<file path="src/rtl/cam_pkg.sv">
// -----------------------------------------------------------------------------
// cam_pkg
// Shared constants and the responder state type for the IR camera I2C target
// model (cam_i2c_responder).
//   CAM_I2C_ADDR : default 7-bit bus address of the emulated camera
//   REG_CTRL     : control register (written 0x01 / 0x08 by the driver)
//   REG_MODE     : mode register (written 0x33 by the driver)
//   REG_FRAME    : pointer at which the 16-byte position frame begins
//   FRAME_LEN    : bytes in one position frame
// -----------------------------------------------------------------------------
package cam_pkg;

  localparam logic [6:0] CAM_I2C_ADDR = 7'h58;
  localparam logic [7:0] REG_CTRL     = 8'h30;
  localparam logic [7:0] REG_MODE     = 8'h33;
  localparam logic [7:0] REG_FRAME    = 8'h36;
  localparam int         FRAME_LEN    = 16;

  typedef enum logic [2:0] {
    ST_IDLE,
    ST_ADDR,
    ST_ADDR_ACK,
    ST_WR_BYTE,
    ST_WR_ACK,
    ST_RD_BYTE,
    ST_RD_ACK,
    ST_IGNORE
  } cam_state_e;

endpackage

</file>
<file path="src/rtl/i2c_line_sync.sv">
// -----------------------------------------------------------------------------
// i2c_line_sync
// Brings the asynchronous SCL/SDA pins into the clk domain and produces
// single-cycle bus event pulses.
//   i_clk, i_reset   : system clock, async active-high reset
//   i_scl, i_sda     : raw bus lines
//   o_scl_rise/fall  : SCL edge pulses
//   o_start_det      : SDA fell while SCL high
//   o_stop_det       : SDA rose while SCL high
//   o_sda            : synchronized SDA, aligned with the pulses above
// Every pulse appears 3 clk after the pin change (2 sync flops + 1 register).
// -----------------------------------------------------------------------------
module i2c_line_sync (
  input  logic i_clk,
  input  logic i_reset,
  input  logic i_scl,
  input  logic i_sda,
  output logic o_scl_rise,
  output logic o_scl_fall,
  output logic o_start_det,
  output logic o_stop_det,
  output logic o_sda
);

  logic r_scl_s1, r_scl_s2, r_scl_d;
  logic r_sda_s1, r_sda_s2, r_sda_d;
  logic r_scl_rise, r_scl_fall, r_start, r_stop;

  // Flops reset to 1 so a released (idle) bus produces no spurious events.
  always_ff @(posedge i_clk or posedge i_reset) begin
    if (i_reset) begin
      r_scl_s1   <= 1'b1;
      r_scl_s2   <= 1'b1;
      r_scl_d    <= 1'b1;
      r_sda_s1   <= 1'b1;
      r_sda_s2   <= 1'b1;
      r_sda_d    <= 1'b1;
      r_scl_rise <= 1'b0;
      r_scl_fall <= 1'b0;
      r_start    <= 1'b0;
      r_stop     <= 1'b0;
    end else begin
      r_scl_s1   <= i_scl;
      r_scl_s2   <= r_scl_s1;
      r_scl_d    <= r_scl_s2;
      r_sda_s1   <= i_sda;
      r_sda_s2   <= r_sda_s1;
      r_sda_d    <= r_sda_s2;
      r_scl_rise <= r_scl_s2 & ~r_scl_d;
      r_scl_fall <= ~r_scl_s2 & r_scl_d;
      r_start    <= r_scl_s2 & r_scl_d & ~r_sda_s2 & r_sda_d;
      r_stop     <= r_scl_s2 & r_scl_d & r_sda_s2 & ~r_sda_d;
    end
  end

  assign o_scl_rise  = r_scl_rise;
  assign o_scl_fall  = r_scl_fall;
  assign o_start_det = r_start;
  assign o_stop_det  = r_stop;
  // r_sda_d is the value the pulses were computed from, so it lines up with them.
  assign o_sda       = r_sda_d;

endmodule

</file>
<file path="src/rtl/cam_i2c_responder.sv">
// -----------------------------------------------------------------------------
// cam_i2c_responder
// I2C target emulating the IR camera: accepts config register writes and
// pointer writes, serves 16-byte position frames starting at FRAME_BASE.
// Ports:
//   clk, reset          : system clock (>= 8x SCL), async active-high reset
//   i2c_scl, i2c_sda_in : bus lines
//   i2c_sda             : SDA drive value (constant 0)
//   i2c_sda_dir         : 1 = pull SDA low, 0 = release
//   blob_x/y/size/valid : blob 0 data, latched at each read address ACK
//   cfg_30, cfg_33      : last values written to registers 0x30 / 0x33
//   busy                : high between START and STOP
// Optional (macro CAM_RESP_DEBUG_EN):
//   debug[7:0]      : last byte received or transmitted
//   xact_count[7:0] : count of STOPs ending an addressed transaction
// -----------------------------------------------------------------------------
module cam_i2c_responder
  import cam_pkg::*;
#(
  parameter logic [6:0] I2C_ADDR   = CAM_I2C_ADDR,
  parameter logic [7:0] FRAME_BASE = REG_FRAME,
  parameter int         FRAME_LEN  = cam_pkg::FRAME_LEN
) (
  input  logic       clk,
  input  logic       reset,
  input  logic       i2c_scl,
  input  logic       i2c_sda_in,
  output logic       i2c_sda,
  output logic       i2c_sda_dir,
  input  logic [9:0] blob_x,
  input  logic [9:0] blob_y,
  input  logic [3:0] blob_size,
  input  logic       blob_valid,
  output logic [7:0] cfg_30,
  output logic [7:0] cfg_33,
  output logic       busy
`ifdef CAM_RESP_DEBUG_EN
  ,
  output logic [7:0] debug,
  output logic [7:0] xact_count
`endif
);

  localparam logic [7:0] LP_LEN = 8'(FRAME_LEN);

  logic w_scl_rise, w_scl_fall, w_start, w_stop, w_sda;

  i2c_line_sync u_sync (
    .i_clk       (clk),
    .i_reset     (reset),
    .i_scl       (i2c_scl),
    .i_sda       (i2c_sda_in),
    .o_scl_rise  (w_scl_rise),
    .o_scl_fall  (w_scl_fall),
    .o_start_det (w_start),
    .o_stop_det  (w_stop),
    .o_sda       (w_sda)
  );

  cam_state_e r_state;
  logic [7:0] r_shift, r_tx, r_ptr, r_frame_cnt, r_snap_cnt;
  logic [7:0] r_cfg_30, r_cfg_33;
  logic [2:0] r_bit_cnt;
  logic       r_byte_done, r_rw, r_first, r_sda_dir, r_busy;
  logic [9:0] r_snap_x, r_snap_y;
  logic [3:0] r_snap_size;
  logic       r_snap_valid;
`ifdef CAM_RESP_DEBUG_EN
  logic [7:0] r_debug, r_xact_cnt;
  logic       r_addressed;
`endif

  // Byte served at the current pointer, taken from the snapshot so one read
  // never mixes data from two blob updates.
  logic [7:0] w_off, w_rd_byte;
  always_comb begin
    w_off     = r_ptr - FRAME_BASE;
    w_rd_byte = 8'h00;
    if (w_off < LP_LEN) begin
      case (w_off)
        8'd0:    w_rd_byte = r_snap_cnt;
        8'd1:    w_rd_byte = r_snap_valid ? r_snap_x[7:0] : 8'hFF;
        8'd2:    w_rd_byte = r_snap_valid ? r_snap_y[7:0] : 8'hFF;
        8'd3:    w_rd_byte = r_snap_valid ? {r_snap_y[9:8], r_snap_x[9:8], r_snap_size} : 8'hFF;
        default: w_rd_byte = 8'hFF;
      endcase
    end else if (r_ptr == REG_CTRL) begin
      w_rd_byte = r_cfg_30;
    end else if (r_ptr == REG_MODE) begin
      w_rd_byte = r_cfg_33;
    end
  end

  always_ff @(posedge clk or posedge reset) begin
    if (reset) begin
      r_state      <= ST_IDLE;
      r_shift      <= 8'h00;
      r_tx         <= 8'h00;
      r_ptr        <= 8'h00;
      r_frame_cnt  <= 8'h00;
      r_snap_cnt   <= 8'h00;
      r_cfg_30     <= 8'h00;
      r_cfg_33     <= 8'h00;
      r_bit_cnt    <= 3'd0;
      r_byte_done  <= 1'b0;
      r_rw         <= 1'b0;
      r_first      <= 1'b0;
      r_sda_dir    <= 1'b0;
      r_busy       <= 1'b0;
      r_snap_x     <= 10'd0;
      r_snap_y     <= 10'd0;
      r_snap_size  <= 4'd0;
      r_snap_valid <= 1'b0;
`ifdef CAM_RESP_DEBUG_EN
      r_debug      <= 8'h00;
      r_xact_cnt   <= 8'h00;
      r_addressed  <= 1'b0;
`endif
    end else if (w_stop) begin
      r_state   <= ST_IDLE;
      r_busy    <= 1'b0;
      r_sda_dir <= 1'b0;
`ifdef CAM_RESP_DEBUG_EN
      if (r_addressed) r_xact_cnt <= r_xact_cnt + 8'd1;
      r_addressed <= 1'b0;
`endif
    end else if (w_start) begin
      r_state     <= ST_ADDR;
      r_busy      <= 1'b1;
      r_sda_dir   <= 1'b0;
      r_bit_cnt   <= 3'd0;
      r_byte_done <= 1'b0;
    end else begin
      case (r_state)
        ST_ADDR, ST_WR_BYTE: begin
          if (w_scl_rise) begin
            r_shift     <= {r_shift[6:0], w_sda};
            r_bit_cnt   <= r_bit_cnt + 3'd1;
            r_byte_done <= (r_bit_cnt == 3'd7);
          end else if (w_scl_fall && r_byte_done) begin
            // Falling edge after the 8th bit: decide, then drive the ACK.
            r_byte_done <= 1'b0;
            r_bit_cnt   <= 3'd0;
`ifdef CAM_RESP_DEBUG_EN
            r_debug     <= r_shift;
`endif
            if (r_state == ST_ADDR) begin
              if (r_shift[7:1] == I2C_ADDR) begin
                r_state   <= ST_ADDR_ACK;
                r_sda_dir <= 1'b1;
                r_rw      <= r_shift[0];
`ifdef CAM_RESP_DEBUG_EN
                r_addressed <= 1'b1;
`endif
                if (r_shift[0]) begin
                  r_snap_x     <= blob_x;
                  r_snap_y     <= blob_y;
                  r_snap_size  <= blob_size;
                  r_snap_valid <= blob_valid;
                  r_snap_cnt   <= r_frame_cnt;
                  r_frame_cnt  <= r_frame_cnt + 8'd1;
                end
              end else begin
                r_state <= ST_IGNORE;
              end
            end else begin
              r_state   <= ST_WR_ACK;
              r_sda_dir <= 1'b1;
              if (r_first) begin
                r_ptr   <= r_shift;
                r_first <= 1'b0;
              end else begin
                if (r_ptr == REG_CTRL) r_cfg_30 <= r_shift;
                if (r_ptr == REG_MODE) r_cfg_33 <= r_shift;
                r_ptr <= r_ptr + 8'd1;
              end
            end
          end
        end
        ST_ADDR_ACK: begin
          if (w_scl_fall) begin
            r_bit_cnt <= 3'd0;
            if (r_rw) begin
              r_state   <= ST_RD_BYTE;
              r_tx      <= w_rd_byte;
              r_sda_dir <= ~w_rd_byte[7];
`ifdef CAM_RESP_DEBUG_EN
              r_debug   <= w_rd_byte;
`endif
            end else begin
              r_state   <= ST_WR_BYTE;
              r_sda_dir <= 1'b0;
              r_first   <= 1'b1;
            end
          end
        end
        ST_WR_ACK: begin
          if (w_scl_fall) begin
            r_state   <= ST_WR_BYTE;
            r_sda_dir <= 1'b0;
          end
        end
        ST_RD_BYTE: begin
          // Bit 7 went out on entry; each fall presents the next bit, and
          // the fall after bit 0 releases SDA for the master's ACK/NACK.
          if (w_scl_fall) begin
            if (r_bit_cnt == 3'd7) begin
              r_state   <= ST_RD_ACK;
              r_sda_dir <= 1'b0;
            end else begin
              r_bit_cnt <= r_bit_cnt + 3'd1;
              r_tx      <= {r_tx[6:0], 1'b0};
              r_sda_dir <= ~r_tx[6];
            end
          end
        end
        ST_RD_ACK: begin
          if (w_scl_rise) begin
            if (!w_sda) r_ptr   <= r_ptr + 8'd1;
            else        r_state <= ST_IGNORE;
          end else if (w_scl_fall) begin
            // Pointer already advanced on the ACK rise, so w_rd_byte is the next byte.
            r_state   <= ST_RD_BYTE;
            r_bit_cnt <= 3'd0;
            r_tx      <= w_rd_byte;
            r_sda_dir <= ~w_rd_byte[7];
`ifdef CAM_RESP_DEBUG_EN
            r_debug   <= w_rd_byte;
`endif
          end
        end
        default: ;
      endcase
    end
  end

  assign i2c_sda     = 1'b0;
  assign i2c_sda_dir = r_sda_dir;
  assign cfg_30      = r_cfg_30;
  assign cfg_33      = r_cfg_33;
  assign busy        = r_busy;
`ifdef CAM_RESP_DEBUG_EN
  assign debug       = r_debug;
  assign xact_count  = r_xact_cnt;
`endif

endmodule
</file>
<file path="config.mk">
export PLATFORM = sky130hd
export DESIGN_NAME = cam_i2c_responder
export DESIGN_NICKNAME = d
export VERILOG_FILES = /design/src/rtl/cam_pkg.sv /design/src/rtl/i2c_line_sync.sv /design/src/rtl/cam_i2c_responder.sv
export SDC_FILE = /design/constraint.sdc
export NUM_CORES = 1
export LEC_CHECK = 0
export CORE_MARGIN = 10
export CORE_UTILIZATION = 50
export CTS_BUF_LIST = sky130_fd_sc_hd__clkbuf_4 sky130_fd_sc_hd__clkbuf_8 sky130_fd_sc_hd__clkbuf_16
export CTS_CLUSTER_DIAMETER = 50
export CTS_CLUSTER_SIZE = 20
export DETAILED_ROUTE_END_ITERATION = 8
export DONT_BUFFER_PORTS = 1
export MAX_ROUTING_LAYER = met4
export SYNTH_ARGS = -nofsm -noshare
export SYNTH_HDL_FRONTEND = slang
export SYNTH_SLANG_ARGS = --single-unit
</file>
<file path="constraint.sdc">
create_clock -name clk -period 10.1 [get_ports clk]
set_clock_uncertainty 0.05 [all_clocks]
set_input_delay 2.02 -clock clk [delete_from_list [all_inputs] [get_ports clk]]
set_output_delay 2.02 -clock clk [all_outputs]
set_load 0.01 [all_outputs]
</file>
==> results of run 1 <==
==> sequential cells by signal, summed over array words and instances (netlist names), 3 cells and up <==
signal / flops
cfg_30: 8
cfg_33: 8
r_bit_cnt: 3
r_frame_cnt: 8
r_ptr: 8
r_shift: 8
r_snap_cnt: 8
r_snap_size: 4
r_snap_x: 10
r_snap_y: 10
r_state: 3
r_tx: 7
==> cell usage in the layout, fill, tap and decap left out, types with 7 or more instances in the layout <==
| cell | n |
|---|---|
| o21ai_0 | 31 |
| mux2_4 | 16 |
| dfrtp_1 | 95 |
| nand4_1 | 11 |
| nand2_1 | 34 |
| mux2_2 | 16 |
| and3_1 | 7 |
| a222oi_1 | 7 |
| ha_1 | 8 |
| nand3_1 | 12 |
| inv_1 | 15 |
| xnor2_1 | 7 |
| nor2_1 | 12 |
| a21oi_1 | 20 |
| mux2_1 | 26 |
| clkbuf_8 | 9 |
| a22oi_1 | 8 |
==> power by group <==
part	leakage, nW	internal [mW]	switching, mW	total [mW]
Sequential	1.35	0.448	0.0889	0.537
Combinational	0.991	0.147	0.230	0.377
Clock	0.0954	0.0963	0.157	0.253
Total	2.44	0.691	0.476	1.17
==> synthesized netlist by cell type (3+ instances only) <==
master,n
dfrtp_1,95
nand2_1,34
o21ai_0,31
mux2_1,26
a21oi_1,20
inv_1,16
mux2_2,16
mux2_4,16
clkbuf_1,13
nand3_1,12
nor2_1,12
nand4_1,11
a22oi_1,8
buf_6,8
ha_1,8
a222oi_1,7
and3_1,7
xnor2_1,7
buf_2,6
dfstp_2,6
o22ai_1,6
nor2b_1,5
nor3_1,5
nor3b_1,5
o221ai_1,5
nand2b_1,4
a2111oi_2,3
buf_4,3
nand2_4,3
nor4b_1,3
or2_2,3
==> path summary, 6_finish.rpt <==
path	slack, ps	startpoint	endpoint
worst max-delay path	7200	cfg_33[4]$_DFFE_PP0P_	cfg_33[4]
worst min-delay path	310	u_sync.r_sda_s1$_DFF_PP1_	u_sync.r_sda_s2$_DFF_PP1_
worst max register to register	7220	r_ptr[0]$_DFFE_PP0P_	r_tx[6]$_DFFE_PP0P_
worst min register to register	310	u_sync.r_sda_s1$_DFF_PP1_	u_sync.r_sda_s2$_DFF_PP1_
max in group asynchronous	7340	reset	u_sync.o_scl_fall$_DFF_PP0_
min in group asynchronous	1510	reset	cfg_33[7]$_DFFE_PP0P_
==> logic make-up after synthesis <==
family          after synthesis  share of synthesized area
compound gates              109                      0.147
xor+xnor                      8                     0.0135
fa+ha+maj                     8                     0.0193
buf+inv                      46                     0.0486
flops                       101                      0.490
mux                          60                      0.142
other cells                   1                   0.000724
simple gates                121                      0.139
==> routing by layer <==
metal / vias to the layer above / GRT usage / share of wire
met5: - / - / 0
met4: 0 / 0.0522 / 0.013
met3: 14 / 0.0305 / 0.047
met2: 96 / 0.251 / 0.48
met1: 1820 / 0.221 / 0.46
li1: 1639 / - / -
==> stage by stage <==
step	setup WS (ps)	cell area, um^2	hold WS (ps)
after detailed placement	6860	5170	298
after global routing	6980	5370	316
after floorplan	5390	5180	295
final	7200	5370	312
after CTS	7170	5360	314
after global placement	6890	5170	297
==> layout make-up <==
cell class	instances	area, um^2	share of cell area
clock inverters	7	67.6	0.0126
inverters	16	62.6	0.0117
diodes	1	2.50	0.000466
repair buffers	2	15.0	0.00280
flip-flops and latches	101	2530	0.472
well taps	136	170	0.0317
multi-input cells	307	2390	0.445
clock buffers	9	124	0.0231
==> results.py, run 1 <==
metrics = {
    "drt": {
        "drt-vias-per-instance": 6.16,
        "via_count": 3569,
        "initialDrtViolationCount": 319,
        "drcViolationCount": 0,
        "drt_pre_antenna_iters": 4,
        "wl_um": 11700,
        "post_drt_wl_per_cell_um": 20.2,
        "final_antenna_net_count": 0,
    },
    "setup_path": {
        "crit_arrival_ps": 830,
        "logic_depth_of_the_worst_path_buffers_included": 0,
        "setup_crit_path_kind": "reg2out",
        "critPathMaxFanout": 3,
        "worstPathRequired_ps": 8030,
        "worstSetupStartpointType": "register",
        "reg2reg_depth": 7,
        "end_kind": "output pin",
    },
    "power_and_ir_drop": {
        "irDropWorstVdd_mv": 0.0901,
        "power_density_nw_per_um2": 217,
        "power_mw": 1.17,
        "leakage_power_figure_nw": 2.44,
    },
    "global_routing": {
        "grt_first_pass_wirelength_um": 19000,
        "via_count_of_the_first_global_routing_pass": 3510,
        "grtUsageTotal": 0.166,
        "grt_start_max_net_pins": 60,
        "global_route.overflow_total": 0,
        "initial_antenna_violation_count": 1,
    },
    "placement": {
        "gpl.final_weighted_congestion": 0.853,
        "hpwl_um": 8230,
        "placement.io_buffers": 0,
        "post-place-cells": 562,
    },
    "logic_synthesis": {
        "yosys.area.top_type": "dfrtp_1",
        "postSynthCellCount": 454,
        "synth_enable_flop_cells": 0,
        "syn_area_per_cell_um2": 11.4,
        "ys_ff_latch": 101,
        "netlist.area_leader.share": 0.459,
        "number_of_nets_produced_by_synthesis": 491,
        "synth_cell_type_count": 67,
        "asyncSetResetFlopFracSynth": 1.00,
        "synth.top_cells.by_area": "dfrtp_1 (46%), mux2_1 (5.7%), mux2_4 (4.6%)",
        "synth_ff_type": "dfrtp_1",
        "share_of_synthesized_area_occupied_by_flip_flops_and_latches": 0.490,
        "synth_area_um2": 5180,
        "synthesis.yosys.warnings": 0,
    },
    "sta": {
        "rsz0062_at_grt": "no",
        "timing.final.hold_violations": 0,
        "tightestPinTransition_ps": 1100,
        "timing_max_transition_violations_final": 0,
        "achievable-frequency_ghz": 0.345,
        "relSlewSlack": 0.263,
        "final.setup.tns_ps": 0,
        "post-route-min-period_ps": 2900,
        "period_share": 0.287,
        "final-setup-viol-count": 0,
    },
    "clock_tree": {
        "postCtsHoldBufs": 0,
        "clk_transition_reported_paths_ps": 110,
        "cts_num_sinks": 101,
        "cts_setup_buffers": 0,
        "cts.path.max_buffers": 2,
        "cts_root_buf": "clkbuf_8",
        "cts_resized": 0,
        "clock_buffers_created_by_tritoncts": 9,
        "cts_tree": "built",
        "htreeDepth": 3,
        "worstSkewPairLatency_ps": 370,
    },
    "finish": {
        "stdcell_count": 579,
        "final_layout_size_suffix_gt1_frac": 0.174,
        "layout-area-overhead-vs-synth_pct": 3.67,
        "num-fill-cells": 939,
        "fin_nets": 474,
        "layout.core_utilization": 0.527,
    },
    "floorplan": {
        "dieArea_um2": 14800,
        "initial_utilization": 0.508,
        "placeableCoreArea_um2": 10200,
        "die_w_um": 122,
        "placement_rows": 37,
        "pin_count": 48,
        "die-height_um": 122,
    },
    "run_status": {
        "status": "finished, final reports clean",
    },
    "run": {
        "max_cap_violations": 0,
    },
    "min_path": {
        "worstHoldPathCells": 0,
        "worst_hold_path_type": "reg2reg",
    },
}
Note: power is estimated with default switching activity, not from simulation.
==> inputs of run 2 (changes only) <==
Clock period 10.1 ns to 3 ns, I/O delays scaled along.
==> run 2 against run 1 <==
  * Count of clock-buffer cells in the layout is 1 higher
  * Total power grew to 3.6 times the previous value
  * Clock power grew to 4.1 times the previous value
  * Cell area is 2.5% higher
  * Register-to-register slack worse by 6800 ps
  * Sequential share of layout area is 1.1 points lower
  * Cell count is 1.4% higher
  * First-iteration DRC count is 6.3% higher
  * Global-route usage is 0.45 points higher
==> results.py, run 2 (same netlist as run 1, synthesis figures left out) <==
metrics = {
    "global_routing": {
        "global_route.overflow_total": 0,
        "initial_antenna_violation_count": 2,
        "grt_first_pass_wirelength_um": 19400,
        "grt_start_max_net_pins": 48,
        "via_count_of_the_first_global_routing_pass": 3633,
        "grtUsageTotal": 0.170,
    },
    "floorplan": {
        "placement_rows": 37,
        "initial_utilization": 0.508,
        "pin_count": 48,
        "die_w_um": 122,
        "dieArea_um2": 14800,
        "die-height_um": 122,
        "placeableCoreArea_um2": 10200,
    },
    "sta": {
        "post-route-min-period_ps": 2590,
        "rsz0062_at_grt": "no",
        "timing.final.hold_violations": 0,
        "achievable-frequency_ghz": 0.387,
        "relSlewSlack": 0.484,
        "period_share": 0.862,
        "tightestPinTransition_ps": 772,
        "final-setup-viol-count": 0,
        "final.setup.tns_ps": 0,
        "timing_max_transition_violations_final": 0,
    },
    "finish": {
        "final_layout_size_suffix_gt1_frac": 0.187,
        "fin_nets": 481,
        "num-fill-cells": 908,
        "area_taken_by_multi_input_logic_gates_um2": 2390,
        "layout-area-overhead-vs-synth_pct": 6.26,
        "final-seq-area_um2": 2530,
        "largestRegisters": "r_snap_x x10, r_snap_y x10",
        "final_common_cell": "dfrtp_1",
        "final_area_um2": 5500,
        "layout.core_utilization": 0.540,
        "most_frequent_cells_in_the_layout": "dfrtp_1 (95), nand2_1 (34), o21ai_0 (31)",
    },
    "drt": {
        "drt-vias-per-instance": 6.03,
        "post_drt_wl_per_cell_um": 19.6,
        "drt_pre_antenna_iters": 7,
        "initialDrtViolationCount": 339,
        "routedLengthMet1_um": 5240,
        "final_antenna_net_count": 0,
        "drcViolationCount": 0,
        "wl_um": 11500,
        "dr_wl_met2_um": 5430,
        "highest_layer": "met4",
        "detailed_route_wirelength_on_metal3_um": 658,
        "via_count": 3540,
    },
    "setup_path": {
        "critPathMaxFanout": 12,
        "setup_crit_path_kind": "reg2reg",
        "crit_arrival_ps": 2780,
        "end_kind": "register",
        "worstPathRequired_ps": 3200,
        "worstSetupStartpointType": "register",
    },
    "power_and_ir_drop": {
        "power_mw": 4.18,
        "irDropWorstVdd_mv": 0.290,
        "power_density_nw_per_um2": 760,
        "leakage_power_figure_nw": 2.51,
    },
    "clock_tree": {
        "cts_setup_buffers": 0,
        "cts_resized": 0,
        "htreeDepth": 3,
        "cts_num_sinks": 101,
        "cts.path.max_buffers": 2,
        "worstSkewPairLatency_ps": 370,
        "clk_transition_reported_paths_ps": 100,
        "postCtsHoldBufs": 0,
        "cts_root_buf": "clkbuf_8",
        "cts_tree": "built",
        "clock_buffers_created_by_tritoncts": 9,
    },
    "run": {
        "max_cap_violations": 0,
    },
    "placement": {
        "gpl.final_weighted_congestion": 0.900,
        "placement.io_buffers": 0,
        "hpwl_um": 8270,
        "placed_area_um2": 5250,
    },
    "min_path": {
        "worst_hold_path_type": "in2async",
    },
    "run_status": {
        "status": "finished, final reports clean",
    },
}
run 2: changes by cell type in the layout (fill, tap and decap cells not counted), sizes merged:
cell,previous run,this run
bufinv,0,3
inv,19,15
buf,2,9
diode,1,2
clkbuf,9,10
run 2: layout make-up:
type	count	share of cell area
tap	136	0.0309
sequential	101	0.461
multi-input combinational	307	0.434
timing repair buffer	9	0.0168
clock inverter	6	0.0205
inverter	16	0.0116
clock buffer	10	0.0239
antenna	2	0.000910
run 2: critical path: stages, from the launching register on:
cell and delay, ps:
dfrtp_1 430, inv_1 110, ha_1 390, or2_2 350, a2111oi_2 530, nand3_1 200, a22oi_1 250, o221ai_1 150
run 2: path summary, 6_finish.rpt:
check / start / to / slack [ps] / cells after the start
hold / removal: reset / cfg_33[4]$_DFFE_PP0P_ / 110 / 1
min in group clk: i2c_sda_in / u_sync.r_sda_s1$_DFF_PP1_ / 160 / 0
hold reg to reg: u_sync.r_sda_s1$_DFF_PP1_ / u_sync.r_sda_s2$_DFF_PP1_ / 310 / 0
setup reg to reg: r_ptr[0]$_DFFE_PP0P_ / r_tx[3]$_DFFE_PP0P_ / 410 / 7
max in group asynchronous: reset / u_sync.r_sda_s2$_DFF_PP1_ / 1980 / 2
setup / recovery: r_ptr[0]$_DFFE_PP0P_ / r_tx[3]$_DFFE_PP0P_ / 410 / 7
run 2: through the flow:
stage               instances  setup slack, ps  hold slack (ps)
floorplan                 454              824              295
global placement          569              445              296
detailed placement        569              434              299
CTS                       585              414              119
global route              587              220              128
finish                    587              414              114
run 2: power by group:
group | internal [mW] | switching, mW | total [mW]
Clock | 0.565 | 0.477 | 1.04
Sequential | 1.51 | 0.256 | 1.76
Combinational | 0.539 | 0.835 | 1.37
run 2: per-layer routing:
layer | global-route usage | vias to the layer above
met3 | 0.0402 | 16
met5 | - | -
met4 | 0.0581 | 0
met1 | 0.221 | 1777
met2 | 0.256 | 92
li1 | - | 1655
==> inputs of run 3 (changes only) <==
Settings changed: MAX_ROUTING_LAYER met4 to not set.
Clock period 3 ns to 2.98 ns, I/O delays scaled along.
==> run 3 against run 2 <==
  * Cell area shrank 0.73%
  * Sequential share of layout area increased by 0.34 points
  * Cell count is the same
  * Total power is 2.9% lower
  * Via count is essentially flat
  * First-iteration DRC count fell by 11%
  * Sequential power hardly changed
  * Worst setup slack got worse by 2.3 ps
  * Critical path type unchanged
  * Largest power group unchanged
==> results.py, run 3 (same netlist as run 1, synthesis figures left out) <==
metrics = {
    "global_routing": {
        "grt_start_max_net_pins": 48,
        "grt_first_pass_wirelength_um": 19100,
        "global_route.overflow_total": 0,
        "initial_antenna_violation_count": 2,
        "via_count_of_the_first_global_routing_pass": 3556,
        "grtUsageTotal": 0.163,
    },
    "floorplan": {
        "die_w_um": 122,
        "pin_count": 48,
        "dieArea_um2": 14800,
        "die-height_um": 122,
        "placeableCoreArea_um2": 10200,
        "initial_utilization": 0.508,
        "placement_rows": 37,
    },
    "finish": {
        "num-fill-cells": 912,
        "area_taken_by_multi_input_logic_gates_um2": 2390,
        "final_layout_size_suffix_gt1_frac": 0.187,
        "most_frequent_cells_in_the_layout": "dfrtp_1 (95), nand2_1 (34), o21ai_0 (31)",
        "final-seq-area_um2": 2530,
        "largestRegisters": "r_snap_x x10, r_snap_y x10",
        "layout-area-overhead-vs-synth_pct": 5.49,
        "final_common_cell": "dfrtp_1",
        "fin_nets": 481,
    },
    "sta": {
        "achievable-frequency_ghz": 0.389,
        "rsz0062_at_grt": "no",
        "timing.final.hold_violations": 0,
        "worst_hold_margin_ps": 103,
        "relSlewSlack": 0.513,
        "final.setup.tns_ps": 0,
        "final-setup-viol-count": 0,
        "tightestPinTransition_ps": 723,
        "post-route-min-period_ps": 2570,
        "period_share": 0.862,
        "timing_max_transition_violations_final": 0,
    },
    "power_and_ir_drop": {
        "power_density_nw_per_um2": 744,
        "power.share.sequential": 0.438,
        "internal_power_mw": 2.47,
        "power.share.switching": 0.393,
        "switching_power_mw": 1.60,
        "leakage_power_figure_nw": 2.48,
        "irDropWorstVdd_mv": 0.308,
        "share_comb_of_total_power": 0.341,
        "pwr-share-clk": 0.221,
    },
    "setup_path": {
        "reg2reg_depth": 7,
        "reg2reg_from": "r_ptr[0]$_DFFE_PP0P_",
        "crit_slowest_cell": "a2111oi_2",
        "worstPathRequired_ps": 3190,
        "cp_num_buf_inv": 1,
        "critPathMaxFanout": 12,
        "setup_crit_path_kind": "reg2reg",
        "crit_arrival_ps": 2780,
        "crit_path_cell_trace": "inv_1, ha_1, or2_2, a2111oi_2, nand3_1, a22oi_1, o221ai_1",
        "r2r_setup_slack_ps": 410,
        "critical_path.reg2reg.endpoint": "r_tx[3]$_DFFE_PP0P_",
        "worstSetupStartpointType": "register",
        "worst_path_dominant_cell_family": "compound AO/OA/AOI/OAI gates",
        "end_kind": "register",
        "worst_path_largest_cell_delay_ps": 520,
    },
    "clock_tree": {
        "worstSkewPairLatency_ps": 380,
        "cts_root_buf": "clkbuf_8",
        "clock_buffers_created_by_tritoncts": 9,
        "htreeDepth": 3,
        "cts.path.max_buffers": 2,
        "cts_resized": 0,
        "cts_num_sinks": 101,
        "cts_tree": "built",
        "postCtsHoldBufs": 0,
        "clk_transition_reported_paths_ps": 100,
        "cts_setup_buffers": 0,
    },
    "min_path": {
        "worst_hold_path_type": "in2async",
    },
    "drt": {
        "drt_pre_antenna_iters": 5,
        "drt-vias-per-instance": 6.03,
        "drcViolationCount": 0,
        "wl_um": 11500,
        "final_antenna_net_count": 0,
        "post_drt_wl_per_cell_um": 19.7,
        "via_count": 3539,
        "initialDrtViolationCount": 303,
    },
    "run": {
        "max_cap_violations": 0,
    },
    "placement": {
        "hpwl_um": 8220,
        "placement.io_buffers": 0,
        "gpl.final_weighted_congestion": 0.887,
    },
    "run_status": {
        "status": "finished, final reports clean",
    },
}
[run 3: worst max path at each step]
stage / startpoint / end / slack (ps) / cells past startpoint
2_1_floorplan: r_ptr[1]$_DFFE_PP0P_ / r_tx[3]$_DFFE_PP0P_ / 800 / 8
3_3_place_gp: r_ptr[0]$_DFFE_PP0P_ / r_tx[3]$_DFFE_PP0P_ / 430 / 7
3_5_place_dp: r_ptr[0]$_DFFE_PP0P_ / r_tx[3]$_DFFE_PP0P_ / 430 / 7
4_1_cts: r_ptr[0]$_DFFE_PP0P_ / r_tx[3]$_DFFE_PP0P_ / 420 / 7
5_1_grt: r_ptr[0]$_DFFE_PP0P_ / r_tx[3]$_DFFE_PP0P_ / 280 / 7
6_report: r_ptr[0]$_DFFE_PP0P_ / r_tx[3]$_DFFE_PP0P_ / 410 / 7
[run 3: power by group through the flow]
| stage | clock, mW | sequential [mW] | combinational (mW) |
|---|---|---|---|
| after floorplan | 0 | 1.66 | 1.23 |
| after global placement | 0 | 1.80 | 1.35 |
| after detailed placement | 0 | 1.80 | 1.37 |
| after CTS | 0.928 | 1.78 | 1.38 |
| after global routing | 0.978 | 1.81 | 1.54 |
| final | 0.898 | 1.78 | 1.38 |
[run 3: layout make-up]
cell class              instances  area share
flip-flops and latches        101       0.464
multi-input cells             307       0.438
well taps                     136      0.0312
clock buffers                  10      0.0241
repair buffers                  9      0.0170
clock inverters                 6      0.0133
inverters                      16      0.0117
diodes                          2    0.000917
[run 3: metrics by stage]
stage               area, um^2  setup slack, ps  utilization  total power, mW  cells
finish                    5460              412        0.536             4.06    587
global route              5460              284        0.536             4.33    587
CTS                       5460              417        0.536             4.08    585
detailed placement        5250              426        0.516             3.17    569
global placement          5250              426        0.516             3.14    569
floorplan                 5180              804            -             2.88    454
[run 3: layer usage]
| layer | share of wire | GRT usage | wire (um) |
|---|---|---|---|
| met3 | 0.068 | 0.0472 | 784 |
| met2 | 0.45 | 0.251 | 5220 |
| met5 | 0 | 0 | 0 |
| met4 | 0.021 | 0.0708 | 237 |
| met1 | 0.46 | 0.210 | 5290 |
[run 3: worst reg2reg max path, cell delays in order (launching register included)]
cell and delay (ps):
dfrtp_1 430, inv_1 120, ha_1 380, or2_2 360, a2111oi_2 520, nand3_1 190
a22oi_1 260, o221ai_1 150
